--- config.mk ---
export PLATFORM = sky130hd
export DESIGN_NAME = pipe_stall_ctrl
export DESIGN_NICKNAME = d
export VERILOG_FILES = /design/src/rtl/pipe_stall_ctrl.sv
export SDC_FILE = /design/constraint.sdc
export NUM_CORES = 1
export LEC_CHECK = 0
export BUFFER_PORTS_ARGS = -buffer_cell sky130_fd_sc_hd__buf_2
export CELL_PAD_IN_SITES_DETAIL_PLACEMENT = 0
export CELL_PAD_IN_SITES_GLOBAL_PLACEMENT = 1
export CORE_MARGIN = 4
export CORE_UTILIZATION = 30
export CTS_CLUSTER_DIAMETER = 40
export DETAILED_ROUTE_END_ITERATION = 16
export GPL_TIMING_DRIVEN = 0
export PLACE_DENSITY_LB_ADDON = 0.3
export SLEW_MARGIN = 20
export SYNTH_ARGS = -nofsm -noshare
export SYNTH_HDL_FRONTEND = slang
export SYNTH_SLANG_ARGS = --single-unit
--- constraint.sdc ---
create_clock -name clk -period 1.4 [get_ports clk]
set_input_delay 0.07 -clock clk [delete_from_list [all_inputs] [get_ports clk]]
set_output_delay 0.07 -clock clk [all_outputs]
set_load 0.02 [all_outputs]
--- src/rtl/pipe_stall_ctrl.sv ---
// Pipeline stall/flush controller: priority stall vector, multi-cycle EX sequencing,
// registered exception flush. Optional stall watchdog enabled by PIPE_CTRL_WDT_EN.
module pipe_stall_ctrl #(
  parameter int MC_W      = 6,
  parameter int WDT_LIMIT = 1023,
  parameter int WDT_W     = 16
) (
  input  logic            clk,
  input  logic            rst,
  input  logic            stallreq_if,
  input  logic            stallreq_id,
  input  logic            stallreq_ex,
  input  logic            stallreq_mem,
  input  logic            ex_mc_start,
  input  logic [MC_W-1:0] ex_mc_cycles,
  input  logic            excp_req,
  input  logic [31:0]     excp_pc,
  output logic [5:0]      stall,
  output logic            flush,
  output logic [31:0]     new_pc,
  output logic            ex_mc_done,
  output logic            busy,
  output logic            wdt_timeout
);

  // state    | meaning
  // ST_IDLE  | normal issue, accepts exceptions and multi-cycle starts
  // ST_MULTI | multi-cycle EX op counting down, EX held
  // ST_FLUSH | one-cycle flush, redirect to pc_q
  typedef enum logic [1:0] {
    ST_IDLE  = 2'd0,
    ST_MULTI = 2'd1,
    ST_FLUSH = 2'd2
  } state_t;

  state_t          state_q, state_d;
  logic [MC_W-1:0] cnt_q, cnt_d;
  logic [31:0]     pc_q, pc_d;
  logic            done_q, done_d;

  logic            mc_go;
  logic            ex_eff;
  logic [5:0]      stall_raw;
  logic            flush_int;

  assign mc_go = ex_mc_start & (ex_mc_cycles != '0);

  always_ff @(posedge clk) begin
    if (!rst) begin
      state_q <= ST_IDLE;
      cnt_q   <= '0;
      pc_q    <= '0;
      done_q  <= 1'b0;
    end else begin
      state_q <= state_d;
      cnt_q   <= cnt_d;
      pc_q    <= pc_d;
      done_q  <= done_d;
    end
  end

  always_comb begin
    state_d = state_q;
    cnt_d   = cnt_q;
    pc_d    = pc_q;
    done_d  = 1'b0;
    case (state_q)
      ST_IDLE: begin
        if (excp_req) begin
          pc_d    = excp_pc;
          state_d = ST_FLUSH;
        end else if (mc_go) begin
          cnt_d   = ex_mc_cycles;
          state_d = ST_MULTI;
        end
      end
      ST_MULTI: begin
        if (excp_req) begin
          pc_d    = excp_pc;
          cnt_d   = '0;
          state_d = ST_FLUSH;
        end else begin
          cnt_d = cnt_q - MC_W'(1);
          if (cnt_q == MC_W'(1)) begin
            state_d = ST_IDLE;
            done_d  = 1'b1;
          end
        end
      end
      ST_FLUSH: begin
        // A new exception while flushing re-arms the flush with the newer handler.
        if (excp_req) begin
          pc_d    = excp_pc;
          state_d = ST_FLUSH;
        end else begin
          state_d = ST_IDLE;
        end
      end
      default: begin
        state_d = ST_IDLE;
        cnt_d   = '0;
      end
    endcase
  end

  assign ex_eff = stallreq_ex | (state_q == ST_MULTI) | ((state_q == ST_IDLE) & mc_go);

  // WB is never stalled so mem_wb bubbles whenever MEM holds.
  always_comb begin
    stall_raw = 6'b000000;
    if (state_q != ST_FLUSH) begin
      if (stallreq_mem)     stall_raw = 6'b011111;
      else if (ex_eff)      stall_raw = 6'b001111;
      else if (stallreq_id) stall_raw = 6'b000111;
      else if (stallreq_if) stall_raw = 6'b000011;
    end
  end

  assign flush_int  = rst & (state_q == ST_FLUSH);
  assign stall      = rst ? stall_raw : 6'b000000;
  assign flush      = flush_int;
  assign new_pc     = flush_int ? pc_q : 32'h0000_0000;
  assign ex_mc_done = rst & done_q;
  assign busy       = rst & (state_q == ST_MULTI);

`ifdef PIPE_CTRL_WDT_EN
  localparam logic [WDT_W-1:0] WDT_LIM = WDT_W'(WDT_LIMIT);

  logic [WDT_W-1:0] wdt_cnt_q, wdt_cnt_d;
  logic             wdt_to_q, wdt_to_d;

  always_comb begin
    wdt_cnt_d = wdt_cnt_q;
    wdt_to_d  = wdt_to_q;
    if (stall_raw == 6'b000000) begin
      wdt_cnt_d = '0;
    end else if (wdt_cnt_q != WDT_LIM) begin
      wdt_cnt_d = wdt_cnt_q + WDT_W'(1);
    end
    if (wdt_cnt_d == WDT_LIM) wdt_to_d = 1'b1;
  end

  always_ff @(posedge clk) begin
    if (!rst) begin
      wdt_cnt_q <= '0;
      wdt_to_q  <= 1'b0;
    end else begin
      wdt_cnt_q <= wdt_cnt_d;
      wdt_to_q  <= wdt_to_d;
    end
  end

  assign wdt_timeout = rst & wdt_to_q;
`else
  assign wdt_timeout = 1'b0;
`endif

endmodule

# Word level (Yosys, flattened, before mapping)
# Cells that the tools add are included.
word_totals:
  register_bits: 41
  input_bits: 46
  out_inout_bits: 42
  elab_cells: 48
classes:
  n_addsub: 1
  eq_ne: 8
  n_mux: 18
  bitwise: 10
  n_reduce_logical: 7
op_table:
  columns: ["cell", "count"]
  rows:
  - ["two-way mux 32 bit", 1]
  - ["two-way mux 6 bit", 4]
  - ["one-hot mux 6 bit (3 select lines)", 1]
  - ["two-way mux 2 bit", 6]
  - ["two-way mux 5 bit", 2]
  - ["== test 6 x 1 -> 1 bit (second input constant)", 1]
  - ["inequality test 2 bit (second input constant)", 3]
  - ["inequality test 3 bit (second input constant)", 2]
  - ["one-hot mux 2 bit (3 select lines)", 1]
  - ["nonzero test 6 bit", 1]
  - ["OR reduction 3 bit", 2]
  - ["subtractor 6 x 1 -> 6 bit (second input constant)", 1]
  - ["AND 1 bit", 5]
  - ["two-way mux 4 bit", 1]
  - ["AND reduction 2 bit", 2]
  - ["two-way mux 3 bit", 1]
  - ["NOT 1 bit", 3]
  - ["AND reduction 3 bit", 1]
  - ["== test 2 x 1 -> 1 bit (second input constant)", 1]
  - ["== test 2 bit (second input constant)", 1]
  - ["zero test 2 bit", 1]
  - ["OR 1 bit", 2]
  - ["two-way mux 1 bit", 1]

# Logic depth before layout (Yosys ltp)
# Gate-level depths: netlist of run 1.
logic_depth:
  depth_word: 8
  depth_mapped: 7
  mapped_depth_nobuf: 6

# Least setup slack after synthesis of run 1
# No wires, ideal clock.
synth_timing:
  path_type: "register to output"
  startpoint: "reg state_q[0]"
  endpoint: "out stall[1]"
  arrival_time_ns: 1.705
  required_ns: 1.330
  setup_slack_ns: -0.375
  path_stages_with_launch: 7
  n_path_buf: 2
  cell_sequence: "dfxtp_1 > inv_1 > ha_1 > clkbuf_1 > a211oi_2 > a21oi_1 > buf_4"
synth_between:
  elab_chain_cells: 7
synth_lines:
  columns: ["item", "line", "source"]
  rows:
  - ["start: declaration", "36", "state_t state_q, state_d;"]
  - ["start signal: assignment", "55", "state_q <= state_d;"]
  - ["== test 2 x 1 -> 1 bit or zero test 2 bit (tied branches)", "106", "assign ex_eff = stallreq_ex | (state_q == ST_MULTI) | ((state_q == ST_IDLE) & mc_go);"]
  - ["OR 1 bit or AND 1 bit (tied branches)", "106", null]
  - ["OR 1 bit", "106", null]
  - ["two-way mux 4 bit", "113", "else if (ex_eff) stall_raw = 6'b001111;"]
  - ["two-way mux 5 bit", "112", "if (stallreq_mem) stall_raw = 6'b011111;"]
  - ["two-way mux 5 bit *", "111", "if (state_q != ST_FLUSH) begin"]
  - ["two-way mux 6 bit *", "120", "assign stall = rst ? stall_raw : 6'b000000;"]
  - ["end: declaration", "18", "output logic [5:0] stall,"]
# Every way passes the cells marked *; elsewhere a longest branch is shown, timed or not.

# Final worst setup path of run 1
layout_timing:
  startpoint: "reg state_q[1]"
  endpoint: "out stall[1]"
# Same word-level chain as after synthesis.

==> results.ini, run 1 <==
[synthesis]
syn_inst = 277
synth-seq-cells = 41
synth_cell_types = 34
yosysWarnings = 0
synth.avg_cell_area_um2 = 7.71
ys_seq_area_share_pct = 38.4
syn_area_um2 = 2140

[sta]
finalCriticalPeriod_ns = 1.81
finalHoldViolCount = 0
setup_viol = 46
relSlewSlack_pct = 58.8
rsz0062_at_grt = true
worst_clock_skew_ns = 0.00676
slew_viol_final = 0
finalCritPeriodShare_pct = 129
fmax_mhz = 553
worst_slew_pin_slew_ns = 0.618
setup_slack_ns = -0.410

[critical_path]
r2r_start = state_q[1]$_SDFFE_PN0P_
startpoint_type = flip-flop
critical_path_class = reg2out
crit_path_max_fanout = 3
cp-end-kind = primary output
crit_required_ns = 1.33
critPathLaunch = state_q[1]$_SDFFE_PN0P_
worst-endpoint-arrival_ns = 1.74

[routing]
via_count = 2316
wl_mm = 7.03
drtIter0Drc = 65
dr.pass1.iters = 4
wl_per_cell_um = 14.4
drtAntennaViolNets = 0
via_per_inst = 4.76
drc = 0

[cells_and_area]
drive_gt1_share_pct = 55.0
fin_cells = 487
nets = 443
diodes = 0
syn2layout_area_growth_pct = 77.6

[worst_hold_path]
hold_path.class = in2reg
holdCritStartpoint = excp_pc[19]

[clocking]
root_buffer = clkbuf_8
cts_tree = yes
clk_pin_slew_worst_paths_ns = 0.08
cts_inserted_buffers = 5
clkSinkCount = 41
cts_max_level = 2
clk_path_buf_depth = 2
insertion_delay_ns = 0.29

[pwr]
ir_drop_uv = 386
p_total_uw = 3160
p_per_area_nw_per_um2 = 832
p_leak_uw = 0.00160

[floorplanning]
core_area_um2 = 6870
initial_utilization_pct = 31.1
die_w_um = 92.4
num_rows = 30
die_area_um2 = 8540
die_h_um = 92.4
ios = 88

[outcome]
violations = setup timing
status = finished, violations left

[run]
max-cap-violations = 0

[global_routing]
grt_pass1_vias = 2320
grt_overflow = 0
antenna_found_initial = 0
grt_pass1_wl_mm = 11.2
grt_max_degree = 13
grtUsageTotal_pct = 16.1

[place]
dpl.hpwl_mm = 4.74
place_inst = 459
gp_congestion = 0.814
portBuffers = 85

synth_stat cells, drive strengths merged:
master | count | area, µm²
a32oi | 1 | 8.76
and2 | 3 | 18.8
o21ai | 4 | 20.0
o22a | 1 | 8.76
conb | 1 | 3.75
a2111oi | 1 | 27.5
o211a | 1 | 10.0
o22ai | 1 | 6.26
a21o | 1 | 7.51
nor2 | 8 | 37.5
a21oi | 38 | 190
inv | 9 | 33.8
clkbuf | 15 | 56.3
a221oi | 1 | 8.76
a22oi | 2 | 15.0
or3 | 1 | 6.26
nand2 | 74 | 278
o32ai | 3 | 48.8
ha | 7 | 87.6
o31ai | 2 | 15.0
nor2b | 3 | 18.8
a211oi | 7 | 67.6
buf | 9 | 52.6
nor3 | 4 | 20.0
nor4 | 2 | 33.8
nand2b | 3 | 18.8
and3 | 32 | 200
a211o | 1 | 10.0
dfxtp | 41 | 821
a31oi | 1 | 6.26
per-stage QoR:
step	hold WS, ns	instance area, µm²	setup slack [ns]	TNS [ns]	utilization (%)
after floorplan	0.206	2220	-0.0340	-0.0340	-
after global placement	0.313	2760	-0.316	-5.88	40.2
after detailed placement	0.317	2760	-0.347	-7.50	40.2
after CTS	0.000435	3570	-0.428	-9.24	52.0
after global routing	0.00374	3800	-0.482	-12.16	55.3
final	0.0114	3800	-0.410	-9.05	55.3
kinds of logic (layout without fill, tap and decap cells):
| kind of cell | Yosys count | in the layout | share of synthesized area [%] |
|---|---|---|---|
| AOI/OAI and AO/OA | 65 | 65 | 21.1 |
| adders and majority gates | 7 | 7 | 4.10 |
| buffers and inverters | 33 | 146 | 6.67 |
| DFF | 41 | 41 | 38.4 |
| other | 1 | 2 | 0.175 |
| and+or+nand+nor | 130 | 130 | 29.6 |
critical path, stage by stage, from the launching register on:
cell,delay [ns]
dfxtp_4,0.36
inv_4,0.05
ha_4,0.15
or3_4,0.34
a211oi_4,0.23
a21oi_4,0.09
buf_6,0.12
buf_6,0.12
final cells by class:
| cell class | count | area (µm²) |
|---|---|---|
| clock buffer | 8 | 111 |
| sequential | 41 | 828 |
| buffer | 24 | 256 |
| timing repair buffer | 105 | 866 |
| inverter | 9 | 38.8 |
| tap | 96 | 120 |
| multi-input combinational | 204 | 1580 |
| fill | 656 | 3070 |
sequential cells by signal, summed over array words and instances (netlist names):
| name | flops |
|---|---|
| done_q | 1 |
| state_q | 2 |
| pc_q | 32 |
| cnt_q | 6 |
report_power, final:
group / switching [µW] / internal, µW / leakage, µW
clock: 400 / 510 / 0.0000566
combinational: 479 / 463 / 0.00121
sequential: 63.3 / 1240 / 0.000339
layout by cell type (no fill, tap or decap), types with 4 or more instances in the layout:
cell type / Yosys / layout
clkbuf_1: 15 / 8
and3_4: 0 / 32
buf_4: 3 / 11
nand2_1: 74 / 67
clkbuf_8: 0 / 7
ha_4: 0 / 4
a211oi_2: 3 / 6
a21oi_2: 0 / 15
dfxtp_1: 41 / 39
buf_8: 0 / 11
buf_2: 6 / 49
a21oi_1: 38 / 21
inv_1: 9 / 7
buf_6: 0 / 47
nand2_2: 0 / 7
nor2_1: 7 / 6
what timing repair did:
item                                    CTS  global route
resized for setup                       146            61
buffers inserted                         11             2
hold buffers                              0             1
endpoints found under the setup margin   76            77
gates cloned                              6             0
pin swaps                                11             6
hold endpoints to repair                  0             1
final timing paths:
check                               end  slack, ns  cells after the start
hold / removal    pc_q[19]$_SDFFE_PN0P_       0.01                      3
setup / recovery               stall[1]      -0.41                      7
hold reg to reg   pc_q[16]$_SDFFE_PN0P_       0.46                      2
setup reg to reg  cnt_q[3]$_SDFFE_PN0P_      -0.24                      7
routing by layer:
layer / routed length, µm / up-vias / track usage, % / share of wire (%)
li1: - / 1164 / - / -
met5: 0 / - / 0 / 0
met4: 50 / 0 / 3.59 / 0.71
met2: 3560 / 57 / 27.3 / 51
met1: 3020 / 1089 / 20.4 / 43
met3: 402 / 6 / 4.22 / 5.7
No activity file was read; power rests on OpenSTA's default activity.
==> run 2: changes to the inputs <==
- ABC_AREA: default -> 1
- CORE_UTILIZATION: 30 -> 29
==> run 2 against run 1 <==
The flow still finishes with violations (setup timing). Largest power group unchanged. Largest cell class unchanged. Die area increased by 1.7%. Count of clock-buffer cells in the layout decreased by 3. Synthesized area decreased by 1.6%. Routed wire length decreased by 18%. Maximum frequency increased by 17%.
==> results.ini, run 2 <==
[outcome]
status = finished, violations left
violations = setup timing

[cells_and_area]
finish.utilization_pct = 47.4  ; -7.8 points
fillers = 745  ; +14%
drive_gt1_share_pct = 42.5  ; -12 points
largest_reg_flops = 32  ; unchanged
max_flop_register = pc_q
syn2layout_area_growth_pct = 55.7
mostFrequentLayoutCell = buf_2
nets = 453  ; +2.3%
final_cell_mix = buf_2 (54), inv_1 (40), a21oi_1 (39), dfxtp_1 (39)
reg_top3 = pc_q (32), cnt_q (6), state_q (2)
fin_cells = 497  ; +2.1%

[sta]
finalHoldViolCount = 0  ; unchanged
finalCriticalPeriod_ns = 1.55  ; -0.262 ns
setup_slack_ns = -0.148  ; +0.262 ns
worst_clock_skew_ns = 0.00596  ; -0.000797 ns
setup_viol = 38  ; -17%
fin_hold_ws_ns = 0.0371  ; +0.0256 ns
fmax_mhz = 646  ; +17%
slew_viol_final = 0  ; unchanged
finalSetupTns_ns = -4.17  ; +4.88 ns
rsz0062_at_grt = true
finalCritPeriodShare_pct = 111  ; -19 points

[clocking]
insertion_delay_ns = 0.29  ; about the same
cts_inserted_buffers = 5  ; unchanged
cts_tree = yes
root_buffer = clkbuf_8
clkSinkCount = 41  ; unchanged
cts_max_level = 2  ; unchanged
clk_path_buf_depth = 2  ; unchanged
clk_pin_slew_worst_paths_ns = 0.08  ; about the same

[routing]
drtIter0Drc = 61  ; -6.2%
via_count = 2136  ; -7.8%
wl_mm = 5.76  ; -18%
dr.pass1.iters = 4  ; unchanged
wl_per_cell_um = 11.6  ; -20%
drtAntennaViolNets = 0  ; unchanged
drc = 0  ; unchanged
via_per_inst = 4.30  ; -9.6%

[synthesis]
ys_seq_area_share_pct = 39.0  ; +0.62 points
synth.avg_cell_area_um2 = 7.01  ; -9.1%
yosysWarnings = 0  ; unchanged
syn_inst = 300  ; +8.3%
synth_largest_area_cell = dfxtp_1
syn_area_um2 = 2100  ; -1.6%
yosysTopAreaCellShare_pct = 39.0  ; +0.62 points
synth_flop_cell = dfxtp_1
synth.area.top_cells = dfxtp_1 (39%), nor2_1 (9.8%), a21oi_1 (9.3%), inv_1 (8.2%), nand2_1 (6.2%)
synth-seq-cells = 41  ; unchanged
synth_edf_count = 0  ; unchanged
ys_async_sr_fraction_pct = 0  ; unchanged
synth_most_common_cell = nor2_1
synthTopCellsByCount = nor2_1 (55), inv_1 (46), dfxtp_1 (41)
synth_cell_types = 24  ; -29%

[pwr]
ir_drop_uv = 361  ; -6.4%
p_leak_uw = 0.00151  ; -6.0%
p_per_area_nw_per_um2 = 956  ; +15%

[critical_path]
r2r_cells = 7  ; unchanged
cp-end-kind = primary output
startpoint_type = flip-flop
crit_path_max_fanout = 10  ; +7
crit_required_ns = 1.33  ; about the same
r2r_start = state_q[0]$_SDFFE_PN0P_
worst-endpoint-arrival_ns = 1.48  ; -0.26 ns
timing.rr.end = pc_q[3]$_SDFFE_PN0P_
r2r_setup_slack_ns = 0.07  ; +0.31 ns
critical_path_class = reg2out

[floorplanning]
ios = 88  ; unchanged
num_rows = 30  ; unchanged
core_area_um2 = 6910  ; +0.55%
die_w_um = 93.2  ; +0.82%
die_area_um2 = 8680  ; +1.7%
die_h_um = 93.2  ; +0.82%
initial_utilization_pct = 30.5  ; -0.66 points

[global_routing]
antenna_found_initial = 0  ; unchanged
grtUsageTotal_pct = 13.1  ; -3.0 points
grt_pass1_vias = 1962  ; -15%
grt_max_degree = 13  ; unchanged
grt_overflow = 0  ; unchanged
grt_pass1_wl_mm = 9.11  ; -18%

[place]
place_inst = 482  ; +5.0%
dpl.hpwl_mm = 4.19  ; -12%
portBuffers = 85  ; unchanged
gp_congestion = 0.766  ; -6.0%

[worst_hold_path]
holdCritStartpoint = excp_pc[8]
min_delay_path_depth = 3  ; unchanged
hold_end = pc_q[8]$_SDFFE_PN0P_
hold_path.class = in2reg

[run]
max-cap-violations = 0  ; unchanged

run 2: cell count changes after synthesis, sizes merged, moves of 15 or more:
cell / delta
o21ai: +33
clkbuf: -15
inv: +40
nor2: +48
nand2: -36
and3: -32
run 2: worst max path at each step:
| stage | start | end | slack, ns | depth (start not counted) |
|---|---|---|---|---|
| floorplan | state_q[0]$_SDFFE_PN0P_ | stall[3] | -0.007 | 4 |
| global placement | state_q[0]$_SDFFE_PN0P_ | new_pc[26] | -0.16 | 6 |
| detailed placement | state_q[0]$_SDFFE_PN0P_ | new_pc[26] | -0.16 | 6 |
| CTS | state_q[0]$_SDFFE_PN0P_ | stall[1] | -0.18 | 9 |
| global route | state_q[1]$_SDFFE_PN0P_ | stall[1] | -0.23 | 8 |
| finish | state_q[1]$_SDFFE_PN0P_ | new_pc[7] | -0.15 | 6 |
run 2: report_power, final:
part	internal, µW	leakage (µW)	switching [µW]
Combinational	379	0.00111	510
Clock	518	0.0000540	401
Sequential	1270	0.000342	53.8
Total	2170	0.00151	964
run 2: repair_timing:
action                     CTS  global route
setup buffers                6             0
gates resized for setup    106            30
hold buffers                 1             0
setup endpoints to repair   38            60
pin swaps                    5             6
gates cloned                 1             0
hold endpoints to repair     1             0
run 2: layout make-up:
type                            instances  area (µm²)  area share (%)
Buffer                                 16         164            5.00
Clock inverter                          2        35.0            1.07
Clock buffer                            5        68.8            2.10
Multi-Input combinational cell        194        1180            36.2
Tap cell                               96         120            3.67
Timing Repair Buffer                   93         674            20.6
Antenna cell                            1        2.50          0.0764
Sequential cell                        41         828            25.3
Inverter                               49         198            6.04
run 2: cells by family after synthesis:
logic type | Yosys count | share of synthesized area, %
flip-flops | 41 | 39.0
AO/OA/AOI/OAI | 77 | 19.2
buffers and inverters | 66 | 15.3
adder cells (fa/ha/maj) | 7 | 4.16
other | 1 | 0.178
AND/OR/NAND/NOR | 108 | 22.1
run 2: per-stage QoR:
step	power, µW	setup WS [ns]	cell area [µm²]
2_1_floorplan	1840	-0.00657	2110
3_3_place_gp	2050	-0.159	2660
3_5_place_dp	2050	-0.156	2660
4_1_cts	3140	-0.180	3180
5_1_grt	3330	-0.230	3270
6_report	3130	-0.148	3280
run 2: critical path: stages (launching register included):
cell and delay, ns:
dfxtp_4 0.38, buf_6 0.10, ha_4 0.19, nand2_8 0.10, buf_12 0.18, nor2_2 0.09
buf_4 0.14
run 2: metal layers:
| layer | global-route usage [%] | part of all wire (%) | vias to the layer above |
|---|---|---|---|
| li1 | - | - | 1134 |
| met4 | 3.66 | 1.0 | 0 |
| met3 | 4.10 | 7.3 | 7 |
| met2 | 20.9 | 47 | 58 |
| met5 | 0 | 0 | - |
| met1 | 17.0 | 45 | 937 |
==> run 3: changes to the inputs <==
- CELL_PAD_IN_SITES_DETAIL_PLACEMENT: 0 -> 1
- PLACE_DENSITY_LB_ADDON: 0.3 -> 0.12
==> run 3 against run 2 <==
Cell count grew 1.6%. Highest routed layer unchanged. Sequential power is essentially flat. The flow still finishes with violations (setup timing). Critical path type unchanged. Critical endpoint is now stall[1]. Via count grew 8.0%. Clock power shrank 13%. Routed wire length grew 29%. Maximum frequency shrank 2.5%. Sequential share of layout area shrank 2.8 points. Combinational power grew 24%. Non-clock buffer count grew 9. Global-route usage grew 3.7 points.
==> results.ini, run 3 (same netlist as run 2, synthesis figures left out) <==
[critical_path]
cp-end-kind = primary output
slowest_delay_ns = 0.36  ; -0.02 ns
startpoint_type = flip-flop
critPathBufInv = 3  ; unchanged
crit_family = simple AND/OR/NAND/NOR gates
crit_cells = 8  ; +2
critical_path_class = reg2out
r2r_setup_slack_ns = -0.10  ; -0.17 ns
r2r_start = state_q[0]$_SDFFE_PN0P_
crit_path_max_fanout = 2  ; -8
worst-endpoint-arrival_ns = 1.52  ; +0.04 ns
crit_top_cell = buf_6
crit_chain = buf_6 > ha_4 > nor3_4 > nand3b_1 > nand2_2 > nand2_2 > buf_6 > buf_6
crit_required_ns = 1.33  ; about the same
cp_slowest_cell = dfxtp_4
r2r_cells = 11  ; +4
timing.rr.end = cnt_q[2]$_SDFFE_PN0P_

[place]
portBuffers = 85  ; unchanged
gp_congestion = 0.775  ; +1.3%
place_inst = 482  ; unchanged
dpl.hpwl_mm = 4.87  ; +16%

[clocking]
root_buffer = clkbuf_8
clk_path_buf_depth = 2  ; unchanged
cts_inserted_buffers = 5  ; unchanged
clk_pin_slew_worst_paths_ns = 0.08  ; about the same
cts_max_level = 2  ; unchanged
insertion_delay_ns = 0.29  ; about the same
cts_tree = yes
clkSinkCount = 41  ; unchanged

[pwr]
seq_power_share_pct = 41.1  ; -1.2 points
power.internal_uw = 2130  ; -1.8%
p_leak_uw = 0.00160  ; +6.2%
p_per_area_nw_per_um2 = 876  ; -8.4%
ir_drop_uv = 371  ; +2.8%
combPwrFrac_pct = 34.1  ; +5.7 points
p_sw_uw = 1090  ; +13%
p_total_uw = 3220  ; +2.8%
swShare_pct = 33.9  ; +3.1 points
power.share.clock_pct = 24.8  ; -4.6 points

[cells_and_area]
max_flop_register = pc_q
largest_reg_flops = 32  ; unchanged
diodes = 0  ; -1
finish.utilization_pct = 53.2  ; +5.8 points
fin_cells = 505  ; +1.6%
drive_gt1_share_pct = 51.1  ; +8.6 points
seqCellArea_um2 = 828  ; unchanged
fillers = 872  ; +17%
final_cell_mix = buf_2 (51), buf_6 (45), inv_1 (39), dfxtp_1 (39), a21oi_1 (37)
reg_top3 = pc_q (32), cnt_q (6), state_q (2)
nets = 462  ; +2.0%
multi_input_area_um2 = 1390  ; +17%
syn2layout_area_growth_pct = 74.8
mostFrequentLayoutCell = buf_2

[global_routing]
grt_overflow = 0  ; unchanged
grt_pass1_wl_mm = 11.6  ; +27%
grtUsageTotal_pct = 16.8  ; +3.7 points
grt_max_degree = 13  ; unchanged
antenna_found_initial = 0  ; unchanged
grt_pass1_vias = 2412  ; +23%

[routing]
dr.pass1.iters = 4  ; unchanged
drtAntennaViolNets = 0  ; unchanged
via_count = 2307  ; +8.0%
drc = 0  ; unchanged
wl_per_cell_um = 14.7  ; +27%
wl_mm = 7.43  ; +29%
via_per_inst = 4.57  ; +6.3%
drtIter0Drc = 63  ; +3.3%

[floorplanning]
ios = 88  ; unchanged
num_rows = 30  ; unchanged
initial_utilization_pct = 30.5  ; unchanged
die_w_um = 93.2  ; unchanged
die_h_um = 93.2  ; unchanged
core_area_um2 = 6910  ; unchanged
die_area_um2 = 8680  ; unchanged

[sta]
worst_clock_skew_ns = 0.00630  ; +0.000338 ns
rsz0062_at_grt = true
finalCritPeriodShare_pct = 113  ; +2.9 points
setup_slack_ns = -0.188  ; -0.0401 ns
finalSetupTns_ns = -5.65  ; -1.48 ns
fin_hold_ws_ns = 0.0399  ; +0.00285 ns
finalHoldViolCount = 0  ; unchanged
finalCriticalPeriod_ns = 1.59  ; +0.0401 ns
setup_viol = 70  ; +84%
slew_viol_final = 0  ; unchanged
fmax_mhz = 630  ; -2.5%

[worst_hold_path]
hold_path.class = in2reg
hold_end = pc_q[1]$_SDFFE_PN0P_
min_delay_path_depth = 3  ; unchanged
holdCritStartpoint = excp_pc[1]

[outcome]
status = finished, violations left
violations = setup timing

[run]
max-cap-violations = 0  ; unchanged

[run 3: power by group through the flow]
| stage | combinational, µW | sequential, µW | clock [µW] |
|---|---|---|---|
| after floorplan | 510 | 1330 | 0 |
| after global placement | 713 | 1350 | 0 |
| after detailed placement | 731 | 1350 | 0 |
| after CTS | 962 | 1320 | 838 |
| after global routing | 1210 | 1340 | 873 |
| final | 1100 | 1320 | 799 |
[run 3: repair_timing]
item                                    4_1_cts  5_1_grt
pin swaps                                     5       11
setup buffers                                 9        3
hold buffers                                  1        0
resized for setup                           151       70
hold endpoints to repair                      1        0
endpoints found under the setup margin       39       74
cloned                                        2        1
[run 3: how the worst max path moves through the flow]
stage / from / end
after floorplan: state_q[0]$_SDFFE_PN0P_ / stall[3]
after global placement: state_q[0]$_SDFFE_PN0P_ / new_pc[27]
after detailed placement: state_q[0]$_SDFFE_PN0P_ / new_pc[27]
after CTS: state_q[0]$_SDFFE_PN0P_ / stall[1]
after global routing: state_q[1]$_SDFFE_PN0P_ / stall[1]
final: state_q[0]$_SDFFE_PN0P_ / stall[1]
[run 3: routing by layer]
| layer | track usage, % | vias up | part of all wire [%] | wire (µm) |
|---|---|---|---|---|
| met2 | 28.7 | 67 | 52 | 3880 |
| met4 | 4.40 | 0 | 1.6 | 117 |
| met1 | 21.3 | 1081 | 41 | 3070 |
| li1 | - | 1150 | - | - |
| met5 | 0 | - | 0 | 0 |
| met3 | 3.54 | 9 | 4.8 | 356 |
[run 3: per-stage QoR]
step	worst slack, ns	instance area [µm²]
after floorplan	-0.00657	2110
after global placement	-0.183	2660
after detailed placement	-0.184	2660
after CTS	-0.185	3380
after global routing	-0.268	3680
final	-0.188	3680
[run 3: layout make-up]
class                   count  share of cell area, %
multi-input cells         194                   37.7
plain buffers              17                   5.34
flip-flops and latches     41                   22.5
clock buffers               6                   2.25
repair buffers            101                   23.1
clock inverters             1                  0.204
inverters                  49                   5.58
well taps                  96                   3.27
[run 3: worst reg2reg max path, cell delays in order, from the launching register on]
cell and delay, ns:
dfxtp_4 0.36, buf_6 0.12, ha_4 0.16, buf_4 0.13, buf_6 0.13, nand2_8 0.09, nor2_2 0.04, nand2_1 0.06
nand2_1 0.06, nand3b_1 0.15, nand2_1 0.06, nor2_1 0.05
